## config.mk

```make
export PLATFORM = sky130hd
export DESIGN_NAME = multdiv_unit_flat
export DESIGN_NICKNAME = d
export VERILOG_FILES = /design/src/rtl/multdiv_if.sv /design/src/rtl/multdiv_unit.sv /design/src/flat_wrapper.sv
export SDC_FILE = /design/constraint.sdc
export NUM_CORES = 1
export LEC_CHECK = 0
export CORE_MARGIN = 5
export CORE_UTILIZATION = 55
export CTS_BUF_LIST = sky130_fd_sc_hd__clkbuf_8
export DETAILED_ROUTE_END_ITERATION = 8
export PLACE_DENSITY = 0.72
export RECOVER_POWER = 25
export SLEW_MARGIN = 20
export SYNTH_ARGS = -nofsm -noshare
export SYNTH_HDL_FRONTEND = slang
export SYNTH_SLANG_ARGS = --single-unit
```

## constraint.sdc

```tcl
create_clock -name clock -period 6.1 [get_ports clock]
set_input_delay 1.22 -clock clock [delete_from_list [all_inputs] [get_ports clock]]
set_output_delay 1.22 -clock clock [all_outputs]
set_load 0.02 [all_outputs]
```

## src/rtl/multdiv_if.sv

```systemverilog
// Operand, start and result signals shared between the execute stage and the
// iterative multiply/divide unit.
interface multdiv_if;
  logic [31:0] data_operandA;
  logic [31:0] data_operandB;
  logic        ctrl_MULT;
  logic        ctrl_DIV;
  logic [31:0] data_result;
  logic        data_exception;
  logic        data_resultRDY;

  modport master (
    output data_operandA, data_operandB, ctrl_MULT, ctrl_DIV,
    input  data_result, data_exception, data_resultRDY
  );

  modport slave (
    input  data_operandA, data_operandB, ctrl_MULT, ctrl_DIV,
    output data_result, data_exception, data_resultRDY
  );
endinterface

```

## src/rtl/multdiv_unit.sv

```systemverilog
// Iterative 32-bit signed multiply/divide: one shared unsigned add/subtract
// datapath runs 32 iterations on operand magnitudes, then applies sign correction.
module multdiv_unit (
  input  logic     clock,
  input  logic     reset_n,
  multdiv_if.slave mdu
);

  // state | meaning
  // IDLE  | waiting for a ctrl_MULT / ctrl_DIV start pulse
  // RUN   | one shift/add (mult) or shift/subtract (div) step per edge
  // DONE  | sign-correct, publish result and exception, pulse ready
  typedef enum logic [1:0] {IDLE, RUN, DONE} state_t;

  state_t r_state;
  state_t w_state_next;

  logic        r_is_mult;
  logic        r_neg;
  logic        r_dbz;
  logic [31:0] r_a;
  logic [31:0] r_b;
  logic [63:0] r_acc;
  logic [4:0]  r_count;
  logic [31:0] r_result;
  logic        r_exception;
  logic        r_rdy;

  logic        w_start;
  logic        w_start_mult;
  logic [31:0] w_abs_a;
  logic [31:0] w_abs_b;
  logic [32:0] w_rem_sh;
  logic [33:0] w_op1;
  logic [33:0] w_op2;
  logic [33:0] w_sum;
  logic        w_borrow;
  logic [31:0] w_rem_next;
  logic [63:0] w_acc_next;
  logic [63:0] w_prod_signed;
  logic        w_mult_ovf;
  logic [31:0] w_quot_signed;
  logic        w_div_ovf;

  assign w_start      = mdu.ctrl_MULT | mdu.ctrl_DIV;
  assign w_start_mult = mdu.ctrl_MULT;
  assign w_abs_a      = mdu.data_operandA[31] ? (32'd0 - mdu.data_operandA) : mdu.data_operandA;
  assign w_abs_b      = mdu.data_operandB[31] ? (32'd0 - mdu.data_operandB) : mdu.data_operandB;

  // Shared adder: mult adds |A| into the upper half, div subtracts |B| from
  // the shifted partial remainder (two's complement with carry-in).
  assign w_rem_sh = {r_acc[63:32], r_a[31]};
  assign w_op1    = r_is_mult ? {2'b00, r_acc[63:32]} : {1'b0, w_rem_sh};
  assign w_op2    = r_is_mult ? (r_b[0] ? {2'b00, r_a} : 34'd0) : ~{2'b00, r_b};
  assign w_sum    = w_op1 + w_op2 + {33'd0, ~r_is_mult};

  assign w_borrow   = w_sum[33];
  assign w_rem_next = w_borrow ? w_rem_sh[31:0] : w_sum[31:0];
  assign w_acc_next = r_is_mult ? {w_sum[32:0], r_acc[31:1]}
                                : {w_rem_next, r_acc[30:0], ~w_borrow};

  assign w_prod_signed = r_neg ? (64'd0 - r_acc) : r_acc;
  assign w_mult_ovf    = ~((&w_prod_signed[63:31]) | ~(|w_prod_signed[63:31]));
  assign w_quot_signed = r_neg ? (32'd0 - r_acc[31:0]) : r_acc[31:0];
  assign w_div_ovf     = ~r_neg & r_acc[31];

  always_ff @(posedge clock or negedge reset_n) begin
    if (!reset_n) begin
      r_state <= IDLE;
    end else begin
      r_state <= w_state_next;
    end
  end

  always_comb begin
    w_state_next = r_state;
    case (r_state)
      IDLE: begin
        if (w_start) begin
          if (!w_start_mult && (mdu.data_operandB == 32'd0)) begin
            w_state_next = DONE;
          end else begin
            w_state_next = RUN;
          end
        end
      end
      RUN: begin
        if (r_count == 5'd31) begin
          w_state_next = DONE;
        end
      end
      DONE: begin
        w_state_next = IDLE;
      end
      default: begin
        w_state_next = IDLE;
      end
    endcase
  end

  always_ff @(posedge clock or negedge reset_n) begin
    if (!reset_n) begin
      r_is_mult   <= 1'b0;
      r_neg       <= 1'b0;
      r_dbz       <= 1'b0;
      r_a         <= 32'd0;
      r_b         <= 32'd0;
      r_acc       <= 64'd0;
      r_count     <= 5'd0;
      r_result    <= 32'd0;
      r_exception <= 1'b0;
      r_rdy       <= 1'b0;
    end else begin
      r_rdy <= 1'b0;
      case (r_state)
        IDLE: begin
          if (w_start) begin
            r_is_mult <= w_start_mult;
            r_neg     <= mdu.data_operandA[31] ^ mdu.data_operandB[31];
            r_dbz     <= ~w_start_mult & (mdu.data_operandB == 32'd0);
            r_a       <= w_abs_a;
            r_b       <= w_abs_b;
            r_acc     <= 64'd0;
            r_count   <= 5'd0;
          end
        end
        RUN: begin
          r_acc   <= w_acc_next;
          r_count <= r_count + 5'd1;
          if (r_is_mult) begin
            r_b <= {1'b0, r_b[31:1]};
          end else begin
            r_a <= {r_a[30:0], 1'b0};
          end
        end
        DONE: begin
          r_rdy <= 1'b1;
          if (r_dbz) begin
            r_result    <= 32'd0;
            r_exception <= 1'b1;
          end else if (r_is_mult) begin
            r_result    <= w_prod_signed[31:0];
            r_exception <= w_mult_ovf;
          end else begin
            // Only 0x80000000 / -1 overflows; its quotient is already 0x80000000.
            r_result    <= w_quot_signed;
            r_exception <= w_div_ovf;
          end
        end
        default: begin
          r_count <= 5'd0;
        end
      endcase
    end
  end

  assign mdu.data_result    = r_result;
  assign mdu.data_exception = r_exception;
  assign mdu.data_resultRDY = r_rdy;

endmodule

```

## src/flat_wrapper.sv

```systemverilog
// flat-port wrapper written by rule: the top's interface ports become plain ports
module multdiv_unit_flat 
  (clock, reset_n, mdu_data_operandA, mdu_data_operandB, mdu_ctrl_MULT, mdu_ctrl_DIV, mdu_data_result, mdu_data_exception, mdu_data_resultRDY);
  multdiv_if mdu_i ();
  input  logic clock;
  input  logic reset_n;
  input wire logic [$bits(mdu_i.data_operandA)-1:0] mdu_data_operandA;
  input wire logic [$bits(mdu_i.data_operandB)-1:0] mdu_data_operandB;
  input wire logic [$bits(mdu_i.ctrl_MULT)-1:0] mdu_ctrl_MULT;
  input wire logic [$bits(mdu_i.ctrl_DIV)-1:0] mdu_ctrl_DIV;
  output wire logic [$bits(mdu_i.data_result)-1:0] mdu_data_result;
  output wire logic [$bits(mdu_i.data_exception)-1:0] mdu_data_exception;
  output wire logic [$bits(mdu_i.data_resultRDY)-1:0] mdu_data_resultRDY;
  assign mdu_i.data_operandA = mdu_data_operandA;
  assign mdu_i.data_operandB = mdu_data_operandB;
  assign mdu_i.ctrl_MULT = mdu_ctrl_MULT;
  assign mdu_i.ctrl_DIV = mdu_ctrl_DIV;
  assign mdu_data_result = mdu_i.data_result;
  assign mdu_data_exception = mdu_i.data_exception;
  assign mdu_data_resultRDY = mdu_i.data_resultRDY;
  multdiv_unit u_core (.clock(clock), .reset_n(reset_n), .mdu(mdu_i));
endmodule
```

==> results.sh <==
export IMPL_run_status="finished with violations"
export IMPL_violations="capacitance limit, slew limit"
export IMPL_io_pins=102
export IMPL_maxCapViolCount=3
export IMPL_cp_required_ps=6470
export IMPL_drtIter0Drc=1122
export IMPL_hp_start="u_core.mdu.data_result[7]$_DFFE_PN0P_"
export IMPL_placementRows=57
export IMPL_fp_dieW_um=166.3
export IMPL_first_global_vias=11634
export IMPL_cts_path_max_buffers=2
export IMPL_fin_util=0.6207
export IMPL_core_area_um2=24180
export IMPL_end_kind="flop"
export IMPL_ff2ff_setup_slack_ps=1440
export IMPL_max_stage_delay_ps=560
export IMPL_critical_path_class="reg2reg"
export IMPL_grt_setup_unrepaired="no"
export IMPL_synthesis_area_um2=13430
export IMPL_critPathMostFrequentCell="a21o_1"
export IMPL_worst_pin_slew_ps=2105
export IMPL_synth_top_area_share=0.3204
export IMPL_syn2layout_area_growth_pct=11.72
export IMPL_whs_endpoint="u_core.mdu.data_result[7]$_DFFE_PN0P_"
export IMPL_worst_path_max_fanout=69
export IMPL_finalClockSkew_ps=23.12
export IMPL_p_total_w=0.01011
export IMPL_synth_most_common_cell="nand2_1"
export IMPL_holdBufCountCts=0
export IMPL_avgSynthCellArea_um2=7.836
export IMPL_p_per_area_nw_per_um2=673.7
export IMPL_drive_gt1_frac=0.06801
export IMPL_antenna_found_initial=0
export IMPL_grt_max_degree=95
export IMPL_grt_overflow_total=0
export IMPL_clk_pin_slew_ps=110
export IMPL_layout_setup_ws_ps=1442
export IMPL_drtPass1Iterations=6
export IMPL_crit_arrival_ps=5030
export IMPL_antennaDiodeCount=0
export IMPL_max_freq_mhz=214.7
export IMPL_fillers=2190
export IMPL_crit_path_start_kind="flop"
export IMPL_drc=0
export IMPL_synth_common_cells="nand2_1, o21ai_0, dfrtp_1, nor2_1, clkbuf_1"
export IMPL_worst_r2r_path_depth=13
export IMPL_ys_seq_area_frac=0.3204
export IMPL_die_y_um=166.3
export IMPL_met2_usage=0.4364
export IMPL_cts_buffers=17
export IMPL_yosys_register_bits=172
export IMPL_fin_cells=2059
export IMPL_worstReg2RegStart="u_core.r_is_mult$_DFFE_PN0P_"
export IMPL_wl_per_cell_um=18.54
export IMPL_async_flop_share=1.000
export IMPL_grt_usage=0.2707
export IMPL_path_cells="buf_4 -> mux2_2 -> ha_1 -> a21o_1 -> a211o_1 -> a21o_1 -> a21o_1 -> a41oi_1 -> o21ai_1 -> a2111o_1 -> buf_4 -> o22a_1 -> a32o_1"
export IMPL_die_area_um2=27650
export IMPL_multi_input_area_um2=8541
export IMPL_vias=12716
export IMPL_use_met1=0.3831
export IMPL_fin_crit_ps=4658
export IMPL_synthCells=1714
export IMPL_ir_worst_vdd_uv=283.0
export IMPL_final_antenna_net_count=0
export IMPL_crit_buf_inv=2
export IMPL_tns_ps=0
export IMPL_worstHoldPathType="reg2reg"
export IMPL_finalWirelength_um=38170
export IMPL_post_synth_num_cell_types=79
export IMPL_grt_use_met3=0.03356
export IMPL_synth_edf_count=0
export IMPL_htree_num_levels=4
export IMPL_seq_area_um2=4309
export IMPL_final_nets=1829
export IMPL_rr_endpoint="u_core.r_acc[61]$_DFFE_PN0P_"
export IMPL_via_per_inst=6.176
export IMPL_cts_setup_buffers=0
export IMPL_synth_flop_cell="dfrtp_1"
export IMPL_cts_tree="yes"
export IMPL_start_util=0.5556
export IMPL_crit_family="compound AO/OA/AOI/OAI gates"
export IMPL_hold_path_depth=2
export IMPL_synth_fp_nets=1821
export IMPL_slew_headroom=-0.4030
export IMPL_dpl_worst_slack_ps=1250
export IMPL_cts_resized=0
export IMPL_setup_viol=0
export IMPL_yosysTopAreaCell="dfrtp_1"
export IMPL_placedCellCount=2026
export IMPL_fin_crit_sh=0.7636
export IMPL_p_leak_nw=6.074
export IMPL_port_buffer_count=101
export IMPL_root_buffer="clkbuf_8"
export IMPL_grt_pass1_wl_um=61930
export IMPL_gp_congestion=0.9601
export IMPL_hold_viol=0
export IMPL_clock_latency_ps=490
export IMPL_slew_violations=79
export IMPL_ys_warn_count=0
export IMPL_synth_area_leaders="dfrtp_1, o21ai_0, xor2_1"
export IMPL_top_usage_layer="met2"
export IMPL_hpwlAfterDp_um=28630
export IMPL_cpMaxStageDelayCell="buf_4"
export IMPL_cts_sinks=172
-- layer usage --
metal / routed length, um / up-vias
met1: 17210 / 5994
met5: 0 / -
li1: - / 6233
met3: 2142 / 59
met2: 17740 / 430
met4: 1077 / 0
-- cells in the final DEF, fill, tap and decap left out, types with 25 or more instances in the layout --
cell,count
nand4_1,26
nor2_1,141
nand3_1,53
mux2_2,30
mux2i_1,35
ha_1,37
a21oi_1,107
nor3_1,25
xnor2_1,26
o31ai_1,32
o21ai_1,39
xor2_1,106
nand2_1,232
dfrtp_1,170
o21ai_0,206
inv_1,25
clkdlybuf4s50_1,99
-- sequential cells by signal, summed over array words and instances (netlist names), 2 cells and up --
name / count
u_core.mdu.data_result: 32
u_core.r_a: 32
u_core.r_acc: 64
u_core.r_b: 32
u_core.r_count: 5
u_core.r_state: 2
-- kinds of logic after synthesis --
| group | count (synthesis) | share of synthesized area |
|---|---|---|
| AO/OA/AOI/OAI | 539 | 0.2449 |
| multiplexers | 65 | 0.05123 |
| adder cells (fa/ha/maj) | 39 | 0.03745 |
| AND/OR/NAND/NOR | 603 | 0.2131 |
| flip-flops | 172 | 0.3204 |
| XOR/XNOR | 132 | 0.08607 |
| buffers and inverters | 164 | 0.04676 |
-- area by class of cell --
class                   count  area share
multi-input cells        1378      0.5692
flip-flops and latches    172      0.2872
repair buffers            127     0.08046
well taps                 324     0.02702
clock buffers              17     0.01559
clock inverters            15     0.01409
inverters                  26    0.006504
-- where the power goes --
group          switching, W  leakage [nW]  internal (W)
Clock              0.000545         0.217      0.000326
Sequential         0.000681          2.15       0.00161
Combinational       0.00414          3.70       0.00280
Total               0.00537          6.07       0.00474
-- worst reg2reg max path: stages, from the launching register on --
cell      delay, ps
dfrtp_4         420
buf_4           560
mux2_2          440
ha_1            400
a21o_1          230
a211o_1         300
a21o_1          180
a21o_1          190
a41oi_1         410
o21ai_1         250
a2111o_1        460
buf_4           240
o22a_1          230
a32o_1          250
-- stage by stage --
stage | instance area (um^2) | hold WS (ps)
6_report | 15010 | 490.0
5_1_grt | 15010 | 508.8
4_1_cts | 15000 | 496.6
3_5_place_dp | 14550 | 469.9
3_3_place_gp | 14550 | 460.2
2_1_floorplan | 13430 | 464.9
-- how the worst max path moves through the flow --
stage	depth (start not counted)	startpoint	endpoint
after floorplan	17	u_core.r_is_mult$_DFFE_PN0P_	u_core.r_acc[39]$_DFFE_PN0P_
after global routing	13	u_core.r_is_mult$_DFFE_PN0P_	u_core.r_acc[61]$_DFFE_PN0P_
after global placement	12	mdu_data_operandB[0]	u_core.r_b[30]$_DFFE_PN0P_
final	13	u_core.r_is_mult$_DFFE_PN0P_	u_core.r_acc[61]$_DFFE_PN0P_
after CTS	13	u_core.r_is_mult$_DFFE_PN0P_	u_core.r_acc[61]$_DFFE_PN0P_
after detailed placement	12	mdu_data_operandB[1]	u_core.r_b[30]$_DFFE_PN0P_
(Power assumes the default switching activity.)
